===== config.mk =====
export PLATFORM = sky130hd
export DESIGN_NAME = iceboard_uart_mc_flat
export DESIGN_NICKNAME = d
export VERILOG_FILES = /design/src/rtl/iceboard_uart_pkg.sv /design/src/rtl/iceboard_uart_mc_if.sv /design/src/rtl/iceboard_uart_ch.sv /design/src/rtl/iceboard_uart_mc.sv /design/src/flat_wrapper.sv
export SDC_FILE = /design/constraint.sdc
export NUM_CORES = 1
export LEC_CHECK = 0
export ABC_AREA = 0
export BUFFER_PORTS_ARGS = -buffer_cell sky130_fd_sc_hd__clkbuf_2
export CORE_MARGIN = 5
export CORE_UTILIZATION = 46
export DETAILED_ROUTE_END_ITERATION = 16
export PLACE_DENSITY_LB_ADDON = 0.15
export SLEW_MARGIN = 20
export SYNTH_ARGS = -nofsm -noshare
export SYNTH_HDL_FRONTEND = slang
export SYNTH_HIERARCHICAL = 1
export SYNTH_SLANG_ARGS = --single-unit

===== constraint.sdc =====
create_clock -name clk_clk -period 6.1 [get_ports clk_clk]
set_clock_uncertainty 0.15 [all_clocks]
set_input_delay 0 -clock clk_clk [delete_from_list [all_inputs] [get_ports clk_clk]]
set_output_delay 0 -clock clk_clk [all_outputs]
set_load 0.1 [all_outputs]

===== src/rtl/iceboard_uart_pkg.sv =====
// Shared types and helpers for the multi-channel iceboard UART.
// ICEBOARD_UART_PARITY_EN adds an even-parity state to both frame FSMs.
package iceboard_uart_pkg;

  localparam int DEF_CLKS_PER_BIT = 434;

  typedef enum logic [2:0] {
    TX_IDLE,
    TX_START,
    TX_DATA,
`ifdef ICEBOARD_UART_PARITY_EN
    TX_PARITY,
`endif
    TX_STOP,
    TX_GUARD
  } tx_state_t;

  typedef enum logic [2:0] {
    RX_IDLE,
    RX_START,
    RX_DATA,
`ifdef ICEBOARD_UART_PARITY_EN
    RX_PARITY,
`endif
    RX_STOP,
    RX_WAIT_HIGH
  } rx_state_t;

  // Width of a counter that must hold indices 0..n-1.
  function automatic int cnt_width(input int n);
    return (n < 2) ? 1 : $clog2(n);
  endfunction

endpackage


===== src/rtl/iceboard_uart_mc_if.sv =====
// Fabric-side streams and board-side pins of all channels, packed per channel.
interface iceboard_uart_mc_if #(
  parameter int NUM_CH = 4,
  parameter int DATA_W = 8
);
  logic [NUM_CH*DATA_W-1:0] tx_data;
  logic [NUM_CH-1:0]        tx_valid;
  logic [NUM_CH-1:0]        tx_ready;
  logic [NUM_CH*DATA_W-1:0] rx_data;
  logic [NUM_CH-1:0]        rx_valid;
  logic [NUM_CH-1:0]        rx_ready;
  logic [NUM_CH-1:0]        uart_rx;
  logic [NUM_CH-1:0]        uart_tx;
  logic [NUM_CH-1:0]        uart_de;
  logic [NUM_CH-1:0]        frame_err;
  logic [NUM_CH-1:0]        rx_overflow;
  logic [NUM_CH-1:0]        rx_overflow_clr;

  modport master (
    output tx_data, tx_valid, rx_ready, uart_rx, rx_overflow_clr,
    input  tx_ready, rx_data, rx_valid, uart_tx, uart_de, frame_err, rx_overflow
  );

  modport slave (
    input  tx_data, tx_valid, rx_ready, uart_rx, rx_overflow_clr,
    output tx_ready, rx_data, rx_valid, uart_tx, uart_de, frame_err, rx_overflow
  );
endinterface


===== src/rtl/iceboard_uart_ch.sv =====
// One half-duplex UART channel: TX with driver-enable/guard, echo-suppressed RX, FWFT RX FIFO.
// ICEBOARD_UART_PARITY_EN inserts/checks an even-parity bit after the data bits.
module iceboard_uart_ch
  import iceboard_uart_pkg::*;
#(
  parameter int DATA_W       = 8,
  parameter int CLKS_PER_BIT = DEF_CLKS_PER_BIT,
  parameter int FIFO_DEPTH   = 16,
  parameter int GUARD_BITS   = 1
) (
  input  logic              clk,
  input  logic              rst,
  input  logic [DATA_W-1:0] tx_data_i,
  input  logic              tx_valid_i,
  output logic              tx_ready_o,
  output logic [DATA_W-1:0] rx_data_o,
  output logic              rx_valid_o,
  input  logic              rx_ready_i,
  input  logic              uart_rx_i,
  output logic              uart_tx_o,
  output logic              uart_de_o,
  output logic              frame_err_o,
  output logic              rx_overflow_o,
  input  logic              rx_overflow_clr_i
);
  localparam int CNT_W = cnt_width(CLKS_PER_BIT);
  localparam int BIT_W = cnt_width((DATA_W > GUARD_BITS) ? DATA_W : GUARD_BITS);
  localparam int AW    = cnt_width(FIFO_DEPTH);

  tx_state_t tx_state_q, tx_state_d;
  logic [CNT_W-1:0] tx_cnt_q, tx_cnt_d;
  logic [BIT_W-1:0] tx_bit_q, tx_bit_d;
  logic [DATA_W-1:0] tx_sh_q, tx_sh_d;
  logic tx_line, tx_busy, tx_tick;

  rx_state_t rx_state_q, rx_state_d;
  logic [CNT_W-1:0] rx_cnt_q, rx_cnt_d;
  logic [BIT_W-1:0] rx_bit_q, rx_bit_d;
  logic [DATA_W-1:0] rx_sh_q, rx_sh_d;
  logic [1:0] sync_q;
  logic rx_line, rx_tick, push, ferr_d, ferr_q;

`ifdef ICEBOARD_UART_PARITY_EN
  logic tx_par_q, tx_par_d, rx_perr_q, rx_perr_d;
`endif

  logic [DATA_W-1:0] mem [FIFO_DEPTH];
  logic [AW-1:0] wr_q, rd_q;
  logic [AW:0] cnt_q;
  logic empty, full, pop, wr_en, ovf_set, ovf_q;

  assign tx_busy = (tx_state_q != TX_IDLE);
  assign tx_tick = (tx_cnt_q == CNT_W'(CLKS_PER_BIT - 1));
  assign rx_line = sync_q[1];
  assign rx_tick = (rx_cnt_q == CNT_W'(CLKS_PER_BIT - 1));

  always_ff @(posedge clk) begin
    if (rst) begin
      tx_state_q <= TX_IDLE;
      tx_cnt_q   <= '0;
      tx_bit_q   <= '0;
      tx_sh_q    <= '0;
      rx_state_q <= RX_IDLE;
      rx_cnt_q   <= '0;
      rx_bit_q   <= '0;
      rx_sh_q    <= '0;
      sync_q     <= 2'b11;
      ferr_q     <= 1'b0;
`ifdef ICEBOARD_UART_PARITY_EN
      tx_par_q   <= 1'b0;
      rx_perr_q  <= 1'b0;
`endif
    end else begin
      tx_state_q <= tx_state_d;
      tx_cnt_q   <= tx_cnt_d;
      tx_bit_q   <= tx_bit_d;
      tx_sh_q    <= tx_sh_d;
      rx_state_q <= rx_state_d;
      rx_cnt_q   <= rx_cnt_d;
      rx_bit_q   <= rx_bit_d;
      rx_sh_q    <= rx_sh_d;
      sync_q     <= {sync_q[0], uart_rx_i};
      ferr_q     <= ferr_d;
`ifdef ICEBOARD_UART_PARITY_EN
      tx_par_q   <= tx_par_d;
      rx_perr_q  <= rx_perr_d;
`endif
    end
  end

  always_comb begin
    tx_state_d = tx_state_q;
    tx_cnt_d   = tx_cnt_q;
    tx_bit_d   = tx_bit_q;
    tx_sh_d    = tx_sh_q;
    tx_line    = 1'b1;
`ifdef ICEBOARD_UART_PARITY_EN
    tx_par_d   = tx_par_q;
`endif
    if (tx_busy) tx_cnt_d = tx_tick ? '0 : tx_cnt_q + CNT_W'(1);
    case (tx_state_q)
      TX_IDLE: if (tx_valid_i) begin
        tx_state_d = TX_START;
        tx_cnt_d   = '0;
        tx_bit_d   = '0;
        tx_sh_d    = tx_data_i;
`ifdef ICEBOARD_UART_PARITY_EN
        tx_par_d   = ^tx_data_i;
`endif
      end
      TX_START: begin
        tx_line = 1'b0;
        if (tx_tick) tx_state_d = TX_DATA;
      end
      TX_DATA: begin
        tx_line = tx_sh_q[0];
        if (tx_tick) begin
          tx_sh_d  = tx_sh_q >> 1;
          tx_bit_d = tx_bit_q + BIT_W'(1);
          if (tx_bit_q == BIT_W'(DATA_W - 1)) begin
            tx_bit_d = '0;
`ifdef ICEBOARD_UART_PARITY_EN
            tx_state_d = TX_PARITY;
`else
            tx_state_d = TX_STOP;
`endif
          end
        end
      end
`ifdef ICEBOARD_UART_PARITY_EN
      TX_PARITY: begin
        tx_line = tx_par_q;
        if (tx_tick) tx_state_d = TX_STOP;
      end
`endif
      TX_STOP: if (tx_tick) tx_state_d = (GUARD_BITS == 0) ? TX_IDLE : TX_GUARD;
      TX_GUARD: if (tx_tick) begin
        tx_bit_d = tx_bit_q + BIT_W'(1);
        if (tx_bit_q == BIT_W'(GUARD_BITS - 1)) begin
          tx_bit_d   = '0;
          tx_state_d = TX_IDLE;
        end
      end
      default: tx_state_d = TX_IDLE;
    endcase
  end

  // Any activity of our own driver aborts reception: the line is carrying our echo.
  always_comb begin
    rx_state_d = rx_state_q;
    rx_cnt_d   = rx_cnt_q;
    rx_bit_d   = rx_bit_q;
    rx_sh_d    = rx_sh_q;
    push       = 1'b0;
    ferr_d     = 1'b0;
`ifdef ICEBOARD_UART_PARITY_EN
    rx_perr_d  = rx_perr_q;
`endif
    if (rx_state_q != RX_IDLE && rx_state_q != RX_WAIT_HIGH) rx_cnt_d = rx_cnt_q + CNT_W'(1);
    case (rx_state_q)
      RX_IDLE: if (!rx_line && !tx_busy) begin
        rx_state_d = RX_START;
        rx_cnt_d   = '0;
      end
      RX_START: begin
        if (tx_busy) rx_state_d = RX_WAIT_HIGH;
        else if (rx_cnt_q == CNT_W'(CLKS_PER_BIT / 2 - 1)) begin
          rx_cnt_d   = '0;
          rx_bit_d   = '0;
          rx_state_d = rx_line ? RX_IDLE : RX_DATA;
        end
      end
      RX_DATA: begin
        if (tx_busy) rx_state_d = RX_WAIT_HIGH;
        else if (rx_tick) begin
          rx_cnt_d = '0;
          rx_sh_d  = {rx_line, rx_sh_q[DATA_W-1:1]};
          rx_bit_d = rx_bit_q + BIT_W'(1);
          if (rx_bit_q == BIT_W'(DATA_W - 1)) begin
`ifdef ICEBOARD_UART_PARITY_EN
            rx_state_d = RX_PARITY;
`else
            rx_state_d = RX_STOP;
`endif
          end
        end
      end
`ifdef ICEBOARD_UART_PARITY_EN
      RX_PARITY: begin
        if (tx_busy) rx_state_d = RX_WAIT_HIGH;
        else if (rx_tick) begin
          rx_cnt_d   = '0;
          rx_perr_d  = rx_line ^ (^rx_sh_q);
          rx_state_d = RX_STOP;
        end
      end
`endif
      RX_STOP: begin
        if (tx_busy) rx_state_d = RX_WAIT_HIGH;
        else if (rx_tick) begin
          rx_cnt_d = '0;
          if (!rx_line) begin
            ferr_d     = 1'b1;
            rx_state_d = RX_WAIT_HIGH;
          end else begin
            rx_state_d = RX_IDLE;
`ifdef ICEBOARD_UART_PARITY_EN
            ferr_d = rx_perr_q;
            push   = !rx_perr_q;
`else
            push   = 1'b1;
`endif
          end
        end
      end
      RX_WAIT_HIGH: if (rx_line) rx_state_d = RX_IDLE;
      default: rx_state_d = RX_IDLE;
    endcase
  end

  // A full FIFO still accepts a push when the head is popped in the same cycle.
  assign empty   = (cnt_q == '0);
  assign full    = (cnt_q == (AW+1)'(FIFO_DEPTH));
  assign pop     = rx_ready_i && !empty;
  assign wr_en   = push && (!full || pop);
  assign ovf_set = push && full && !pop;

  always_ff @(posedge clk) begin
    if (wr_en) mem[wr_q] <= rx_sh_q;
  end

  always_ff @(posedge clk) begin
    if (rst) begin
      wr_q  <= '0;
      rd_q  <= '0;
      cnt_q <= '0;
      ovf_q <= 1'b0;
    end else begin
      wr_q  <= wr_q + AW'(wr_en);
      rd_q  <= rd_q + AW'(pop);
      cnt_q <= cnt_q + (AW+1)'(wr_en) - (AW+1)'(pop);
      ovf_q <= ovf_set || (ovf_q && !rx_overflow_clr_i);
    end
  end

  assign tx_ready_o    = !rst && !tx_busy;
  assign uart_tx_o     = rst || tx_line;
  assign uart_de_o     = !rst && tx_busy;
  assign rx_valid_o    = !rst && !empty;
  assign rx_data_o     = mem[rd_q];
  assign frame_err_o   = !rst && ferr_q;
  assign rx_overflow_o = !rst && ovf_q;

endmodule


===== src/rtl/iceboard_uart_mc.sv =====
// NUM_CH independent iceboard UART channels sliced out of the packed interface buses.
// Parity is enabled per build with ICEBOARD_UART_PARITY_EN.
module iceboard_uart_mc
  import iceboard_uart_pkg::*;
#(
  parameter int NUM_CH       = 4,
  parameter int DATA_W       = 8,
  parameter int CLKS_PER_BIT = DEF_CLKS_PER_BIT,
  parameter int FIFO_DEPTH   = 16,
  parameter int GUARD_BITS   = 1
) (
  input  logic             clk_clk,
  input  logic             reset_reset,
  iceboard_uart_mc_if.slave bus
);
  logic [NUM_CH*DATA_W-1:0] rx_data_w;
  logic [NUM_CH-1:0] tx_ready_w, rx_valid_w, uart_tx_w, uart_de_w, frame_err_w, rx_ovf_w;

  generate
    for (genvar gi = 0; gi < NUM_CH; gi++) begin : g_ch
      iceboard_uart_ch #(
        .DATA_W      (DATA_W),
        .CLKS_PER_BIT(CLKS_PER_BIT),
        .FIFO_DEPTH  (FIFO_DEPTH),
        .GUARD_BITS  (GUARD_BITS)
      ) u_ch (
        .clk              (clk_clk),
        .rst              (reset_reset),
        .tx_data_i        (bus.tx_data[gi*DATA_W +: DATA_W]),
        .tx_valid_i       (bus.tx_valid[gi]),
        .tx_ready_o       (tx_ready_w[gi]),
        .rx_data_o        (rx_data_w[gi*DATA_W +: DATA_W]),
        .rx_valid_o       (rx_valid_w[gi]),
        .rx_ready_i       (bus.rx_ready[gi]),
        .uart_rx_i        (bus.uart_rx[gi]),
        .uart_tx_o        (uart_tx_w[gi]),
        .uart_de_o        (uart_de_w[gi]),
        .frame_err_o      (frame_err_w[gi]),
        .rx_overflow_o    (rx_ovf_w[gi]),
        .rx_overflow_clr_i(bus.rx_overflow_clr[gi])
      );
    end
  endgenerate

  assign bus.tx_ready    = tx_ready_w;
  assign bus.rx_data     = rx_data_w;
  assign bus.rx_valid    = rx_valid_w;
  assign bus.uart_tx     = uart_tx_w;
  assign bus.uart_de     = uart_de_w;
  assign bus.frame_err   = frame_err_w;
  assign bus.rx_overflow = rx_ovf_w;

endmodule


===== src/flat_wrapper.sv =====
// flat-port wrapper written by rule: the top's interface ports become plain ports
module iceboard_uart_mc_flat import iceboard_uart_pkg::*;
#(
  parameter int NUM_CH       = 4,
  parameter int DATA_W       = 8,
  parameter int CLKS_PER_BIT = DEF_CLKS_PER_BIT,
  parameter int FIFO_DEPTH   = 16,
  parameter int GUARD_BITS   = 1
)
  (clk_clk, reset_reset, bus_tx_data, bus_tx_valid, bus_rx_ready, bus_uart_rx, bus_rx_overflow_clr, bus_tx_ready, bus_rx_data, bus_rx_valid, bus_uart_tx, bus_uart_de, bus_frame_err, bus_rx_overflow);
  iceboard_uart_mc_if #(.NUM_CH(NUM_CH), .DATA_W(DATA_W)) bus_i ();
  input  logic clk_clk;
  input  logic reset_reset;
  input wire logic [$bits(bus_i.tx_data)-1:0] bus_tx_data;
  input wire logic [$bits(bus_i.tx_valid)-1:0] bus_tx_valid;
  input wire logic [$bits(bus_i.rx_ready)-1:0] bus_rx_ready;
  input wire logic [$bits(bus_i.uart_rx)-1:0] bus_uart_rx;
  input wire logic [$bits(bus_i.rx_overflow_clr)-1:0] bus_rx_overflow_clr;
  output wire logic [$bits(bus_i.tx_ready)-1:0] bus_tx_ready;
  output wire logic [$bits(bus_i.rx_data)-1:0] bus_rx_data;
  output wire logic [$bits(bus_i.rx_valid)-1:0] bus_rx_valid;
  output wire logic [$bits(bus_i.uart_tx)-1:0] bus_uart_tx;
  output wire logic [$bits(bus_i.uart_de)-1:0] bus_uart_de;
  output wire logic [$bits(bus_i.frame_err)-1:0] bus_frame_err;
  output wire logic [$bits(bus_i.rx_overflow)-1:0] bus_rx_overflow;
  assign bus_i.tx_data = bus_tx_data;
  assign bus_i.tx_valid = bus_tx_valid;
  assign bus_i.rx_ready = bus_rx_ready;
  assign bus_i.uart_rx = bus_uart_rx;
  assign bus_i.rx_overflow_clr = bus_rx_overflow_clr;
  assign bus_tx_ready = bus_i.tx_ready;
  assign bus_rx_data = bus_i.rx_data;
  assign bus_rx_valid = bus_i.rx_valid;
  assign bus_uart_tx = bus_i.uart_tx;
  assign bus_uart_de = bus_i.uart_de;
  assign bus_frame_err = bus_i.frame_err;
  assign bus_rx_overflow = bus_i.rx_overflow;
  iceboard_uart_mc #(.NUM_CH(NUM_CH), .DATA_W(DATA_W), .CLKS_PER_BIT(CLKS_PER_BIT), .FIFO_DEPTH(FIFO_DEPTH), .GUARD_BITS(GUARD_BITS)) u_core (.clk_clk(clk_clk), .reset_reset(reset_reset), .bus(bus_i));
endmodule

# ---- After elaboration in Yosys (flattened, before gate mapping)
# Memories as Yosys holds them, arrays and structs flattened. A register that Yosys moved wholly into a read port is not among the register bits.
# Cells that the tools add are included.
dict set report op_classes {
  reduce_logical 153
  n_eq_ne 128
  bitwise_logic 12
  n_mux 216
  n_addsub 32
}
# cell count
set op_table {}
lappend op_table {{9-bit two-way mux} 40}
lappend op_table {{3-bit two-way mux} 104}
lappend op_table {{3-bit one-hot mux with 5 select lines} 8}
lappend op_table {{9-bit one-hot mux with 3 select lines} 4}
lappend op_table {{2-bit inequality test (second input constant)} 52}
lappend op_table {{9-bit by 1-bit adder with 9-bit output (second input constant)} 8}
lappend op_table {{9-bit == test (second input constant)} 8}
lappend op_table {{8-bit two-way mux} 8}
lappend op_table {{8-bit one-hot mux with 2 select lines} 4}
lappend op_table {{3-bit inequality test (second input constant)} 20}
lappend op_table {{3-bit by 2-bit == test with 1-bit output (second input constant)} 16}
lappend op_table {{3-bit == test (second input constant)} 16}
lappend op_table {{1-bit logical AND} 48}
lappend op_table {{9-bit by 8-bit == test with 1-bit output (second input constant)} 4}
lappend op_table {{3-bit zero test} 12}
lappend op_table {{3-bit one-hot mux with 3 select lines} 4}
lappend op_table {{3-bit nonzero test} 12}
lappend op_table {{4-bit by 1-bit adder with 4-bit output} 8}
lappend op_table {{1-bit two-way mux} 28}
lappend op_table {{7-bit AND reduction} 4}
lappend op_table {{1-bit zero test} 25}
lappend op_table {{3-bit by 1-bit adder with 3-bit output (second input constant)} 8}
lappend op_table {{3-bit by 1-bit == test with 1-bit output (second input constant)} 8}
lappend op_table {{3-bit one-hot mux with 2 select lines} 4}
lappend op_table {{other kinds (16)} 88}
dict set report word_totals {
  ramBits 512
  wordCells 601
  regBits 252
  memories 4
}
# name words width read_ports rd_clocked_by_memory_dff write_ports line
set mem_list {}
lappend mem_list {{u_core.g_ch[0].u_ch.mem} 16 8 1 1 1 iceboard_uart_ch.sv:47} ;# logic [DATA_W-1:0] mem [FIFO_DEPTH];
lappend mem_list {{u_core.g_ch[1].u_ch.mem} 16 8 1 1 1 iceboard_uart_ch.sv:47}
lappend mem_list {{u_core.g_ch[2].u_ch.mem} 16 8 1 1 1 iceboard_uart_ch.sv:47}
lappend mem_list {{u_core.g_ch[3].u_ch.mem} 16 8 1 1 1 iceboard_uart_ch.sv:47}

# ---- Longest topological paths before layout
dict set report depth {
  depth_word 7
  ltp_mapped 16
}

# ---- Cells and area by module
# The synthesis kept the hierarchy.
# module instances area_each_um2 cells_each
set modules_own_cells {}
lappend modules_own_cells {{iceboard_uart_ch at u_core.g_ch[0].u_ch} 1 8354.3 575}
lappend modules_own_cells {{iceboard_uart_ch at u_core.g_ch[2].u_ch} 1 8274.2 579}
lappend modules_own_cells {{iceboard_uart_ch at u_core.g_ch[1].u_ch} 1 8266.7 571}
lappend modules_own_cells {{iceboard_uart_ch at u_core.g_ch[3].u_ch} 1 8110.3 568}

# ---- Worst setup path after synthesis
# OpenSTA, ideal clock, no wires.
dict set report synth_timing {
  kind {flip-flop to flip-flop}
  start {reg u_core.g_ch[1].u_ch.rx_cnt_q[1]}
  end {reg u_core.g_ch[1].u_ch.cnt_q[4]}
  synth_period_minus_slack_ps 3675
  path_stages_with_launch 17
  required_ps 5880
  arrival_ps 3455
  n_path_buf 3
  path_slack_ps 2425
  cell_sequence {dfxtp_1 inv_1 ha_1 nand4bb_4 or3_1 buf_2 or4b_1 buf_6 buf_12 ha_1 inv_1 ha_1 fa_1 a21oi_1 nor2_1 or3_1 a21oi_1}
}
dict set report synth_between {
  elab_chain_len 7
}
# item line
set synth_lines {}
lappend synth_lines {{from (decl)} iceboard_uart_ch.sv:37} ;# logic [CNT_W-1:0] rx_cnt_q, rx_cnt_d;
lappend synth_lines {{from (signal assigned)} iceboard_uart_ch.sv:79} ;# rx_cnt_q <= rx_cnt_d;
lappend synth_lines {{9-bit == test} iceboard_uart_ch.sv:55} ;# assign rx_tick = (rx_cnt_q == CNT_W'(CLKS_PER_BIT - 1));
lappend synth_lines {{1-bit two-way mux} iceboard_uart_ch.sv:200} ;# else if (rx_tick) begin
lappend synth_lines {{1-bit two-way mux} iceboard_uart_ch.sv:199} ;# if (tx_busy) rx_state_d = RX_WAIT_HIGH;
lappend synth_lines {{1-bit two-way mux} iceboard_uart_ch.sv:160} ;# case (rx_state_q)
lappend synth_lines {{1-bit logical AND} iceboard_uart_ch.sv:225} ;# assign wr_en = push && (!full || pop);
lappend synth_lines {{5-bit by 1-bit adder with 5-bit output} iceboard_uart_ch.sv:241} ;# cnt_q <= cnt_q + (AW+1)'(wr_en) - (AW+1)'(pop);
lappend synth_lines {{5-bit by 1-bit subtractor with 5-bit output} iceboard_uart_ch.sv:241}
lappend synth_lines {{to (signal assigned)} iceboard_uart_ch.sv:241}
lappend synth_lines {{to (decl)} iceboard_uart_ch.sv:49} ;# logic [AW:0] cnt_q;
# No other way between the ends.
# A chain may end at the register's enable or synchronous reset.

# ---- Final worst setup path
# Same ends and word-level chain as after synthesis.

==> out/qor.csv <==
stage,metric,value,unit
die,starting density of the core,0.462,
cts,root buf cell,clkbuf_16,
power_and_ir_drop,Power Dens Cells,371,nW/µm²
cts,Worst-Skew Late Latency,0.60,ns
global_route,largest net degree at the start of global routing,107,
timing,post-layout min period,4.18,ns
logic_synthesis,Seq cells post-synth,764,
setup_path,CP Launch Type,flop,
timing,final worst path period share,0.686,
timing,Worst-Margin Slew,1.13,ns
timing,RSZ-0062 raised after global routing,false,
logic_synthesis,syn nets,2427,
logic_synthesis,sequential area share after synthesis,0.619,
drt,Vias,19400,
global_route,all-layer global routing usage,0.174,
logic_synthesis,Ys Warns,6,
logic_synthesis,Yosys cell types,96,
timing,Rel. slew slack,0.246,
global_route,first-pass GRT wire length,109000,µm
global_route,initial antenna violation count,0,
drt,WL final,67700,µm
cells_and_area,"commonest non-fill, non-tap cell in the layout",edfxtp_1,
place,Port Buffer Count,105,
cells_and_area,Area Overhead vs Synth,15.4,%
drt,initial DRC count,1305,
min_path,worst hold stages,4,
setup_path,CP required,6.48,ns
cts,H-tree depth,3,
setup_path,Crit Path Category,flop to flop,
die,DIE AREA,77200,µm²
min_path,hold_sp,bus_tx_data[29],
cells_and_area,proportion of layout cells with a drive suffix above 1,0.202,
cts,post_cts resized,0,
logic_synthesis,Synth async-reset ratio,0,
timing,TNS Setup,0,ns
power_and_ir_drop,Max IR drop VDD,0.346,mV
cts,Post-CTS Setup Bufs,0,
setup_path,Reg2Reg Depth,13,
setup_path,Critical R2R Launch,u_core/g_ch[1].u_ch/rx_cnt_q[1]$_SDFF_PP0_,
logic_synthesis,synthesized cell area,33000,µm²
timing,count of pins over their slew limit,0,
setup_path,Setup crit start,u_core/g_ch[1].u_ch/rx_cnt_q[1]$_SDFF_PP0_,
logic_synthesis,Synth Flop Type,edfxtp_1,
drt,drt pass-1 iters,5,
global_route,vias in the first global route,19800,
logic_synthesis,"top cells by area, synth","edfxtp_1 47%, dfxtp_1 15%, mux4_2 11%",
timing,Hold Fails Final Rpt,0,
setup_path,worst-path maximum fanout,18,
logic_synthesis,Synth Instances,2293,
timing,final setup violation count,0,
logic_synthesis,post-synth top area share,0.466,
cts,total CTS buffers,81,
drt,Routed Antenna Nets,0,
cells_and_area,nets@finish,2589,
die,Die W,278,µm
logic_synthesis,Post-synth EDFFs,512,
power_and_ir_drop,leakage power figure,12.9,nW
cts,CTS tree,done,
die,die height,278,µm
setup_path,crit path DAT,4.56,ns
min_path,Tightest Hold Check Type,input pin to flop,
cells_and_area,n_diodes,0,
cts,CTS sink count,764,
cells_and_area,"commonest cells after routing, fill and taps aside","512 x edfxtp_1, 248 x dfxtp_1, 186 x nor2_1",
die,total core area,71400,µm²
place,GP Congestion,0.778,
timing,setup ws final,1.92,ns
drt,drt wl/cell,19.5,µm
cts,clock buffer depth,3,
drt,Remaining DRCs,0,
logic_synthesis,cell type with the largest total area after synthesis,edfxtp_1,
logic_synthesis,syn avg cell area,14.4,µm²
setup_path,CP Capture Type,flop,
die,IO Count,106,
die,Rows,98,
timing,maximum clock rate,239,MHz
place,HPWL after DPL,42600,µm
cts,"Reg clk slew, reported paths",0.06,ns
place,Place WS,1.95,ns
outcome,status,"complete, no violations",
global_route,grt total ovfl,0,
drt,vias per cell,5.59,
flow_run,max cap viols,0,
per-stage QoR:
stage / total power, mW / utilization / hold slack [ns] / std cells / instance area (µm²)
final: 14.1 / 0.534 / 0.0684 / 3472 / 38100
after global routing: 14.8 / 0.534 / 0.0792 / 3472 / 38100
after CTS: 14.3 / 0.533 / 0.0163 / 3472 / 38000
after detailed placement: 9.16 / 0.484 / 0.0415 / 3243 / 34500
after global placement: 9.10 / 0.483 / 0.0348 / 3243 / 34500
after floorplan: 8.56 / - / -0.0462 / 2293 / 33000
registers in the layout, indices dropped and copies added (netlist names), 12 cells and up:
| name | flops |
|---|---|
| u_core/g_ch.u_ch/wr_q | 16 |
| u_core/g_ch.u_ch/tx_bit_q | 12 |
| u_core/g_ch.u_ch/tx_sh_q | 32 |
| u_core/g_ch.u_ch/rx_cnt_q | 36 |
| u_core/g_ch.u_ch/rx_bit_q | 12 |
| u_core/g_ch.u_ch/rx_sh_q | 32 |
| u_core/g_ch.u_ch/tx_cnt_q | 36 |
| u_core/g_ch.u_ch/rx_state_q | 12 |
| u_core/g_ch.u_ch/mem | 512 |
| u_core/g_ch.u_ch/tx_state_q | 12 |
| u_core/g_ch.u_ch/cnt_q | 20 |
| u_core/g_ch.u_ch/rd_q | 16 |
synthesized netlist by cell type (all sizes together), types with 36 or more instances:
cell      n
nand2   102
nand3    47
inv      68
nand2b   39
nor4     36
clkbuf   83
ha       80
a311oi   50
a21oi    79
nor2b    54
nor2    187
mux2i    76
buf      49
edfxtp  512
dfxtp   252
nor3     39
o21ai    49
xnor2    36
mux4    160
cell type report:
class	count	area, µm²
multi-input combinational	1329	11900
clock inverter	39	478
tap	950	1190
clock buffer	111	2270
fill	5887	33300
inverter	68	255
timing repair buffer	211	1530
sequential	764	20400
path summary, 6_finish.rpt:
check	slack (ns)	to
setup / recovery	1.92	u_core/g_ch[1].u_ch/cnt_q[4]$_SDFF_PP0_
hold / removal	0.07	u_core/g_ch[3].u_ch/tx_sh_q[5]$_SDFFE_PP0P_
setup reg to reg	1.92	u_core/g_ch[1].u_ch/cnt_q[4]$_SDFF_PP0_
hold reg to reg	0.26	u_core/g_ch[2].u_ch/sync_q[1]$_SDFF_PP1_
metal layers:
| metal | share of wire | up-vias | GRT usage | routed length, µm |
|---|---|---|---|---|
| met5 | 0 | - | 0 | 0 |
| met1 | 0.45 | 9781 | 0.242 | 30500 |
| met2 | 0.49 | 382 | 0.289 | 33100 |
| met3 | 0.043 | 95 | 0.0266 | 2910 |
| li1 | - | 9160 | - | - |
| met4 | 0.018 | 0 | 0.0437 | 1220 |
report_power, final:
part           total, mW  switching (mW)  internal (mW)  leakage, nW
registers           5.81           0.185           5.62         6.79
logic               3.28            2.03           1.26         4.79
clock network       5.04            1.97           3.07         1.34
total               14.1            4.19           9.94         12.9
kinds of logic after synthesis:
| kind of cell | count (synthesis) | share of synthesized area |
|---|---|---|
| adders and majority gates | 84 | 0.0328 |
| and+or+nand+nor | 652 | 0.111 |
| buffers and inverters | 200 | 0.0259 |
| xor gates and xnor gates | 66 | 0.0175 |
| muxes | 236 | 0.132 |
| AOI/OAI and AO/OA | 291 | 0.0618 |
| DFF | 764 | 0.619 |
what timing repair did:
item / 4_1_cts / 5_1_grt
endpoints found under the setup margin: 0 / 0
hold endpoints to repair: 143 / 0
hold buffers: 79 / 0
worst max-delay path, cell delays in order (launching register included):
cell and delay [ns]:
dfxtp_1 0.33, inv_1 0.08, ha_1 0.20, nand4bb_4 0.16, or3_1 0.46, or4b_1 0.93
ha_1 0.47, inv_1 0.04, ha_1 0.20, fa_1 0.40, a21oi_1 0.14, nor2_1 0.06
or3_1 0.34, a21oi_1 0.15
(Power assumes the default switching activity.)
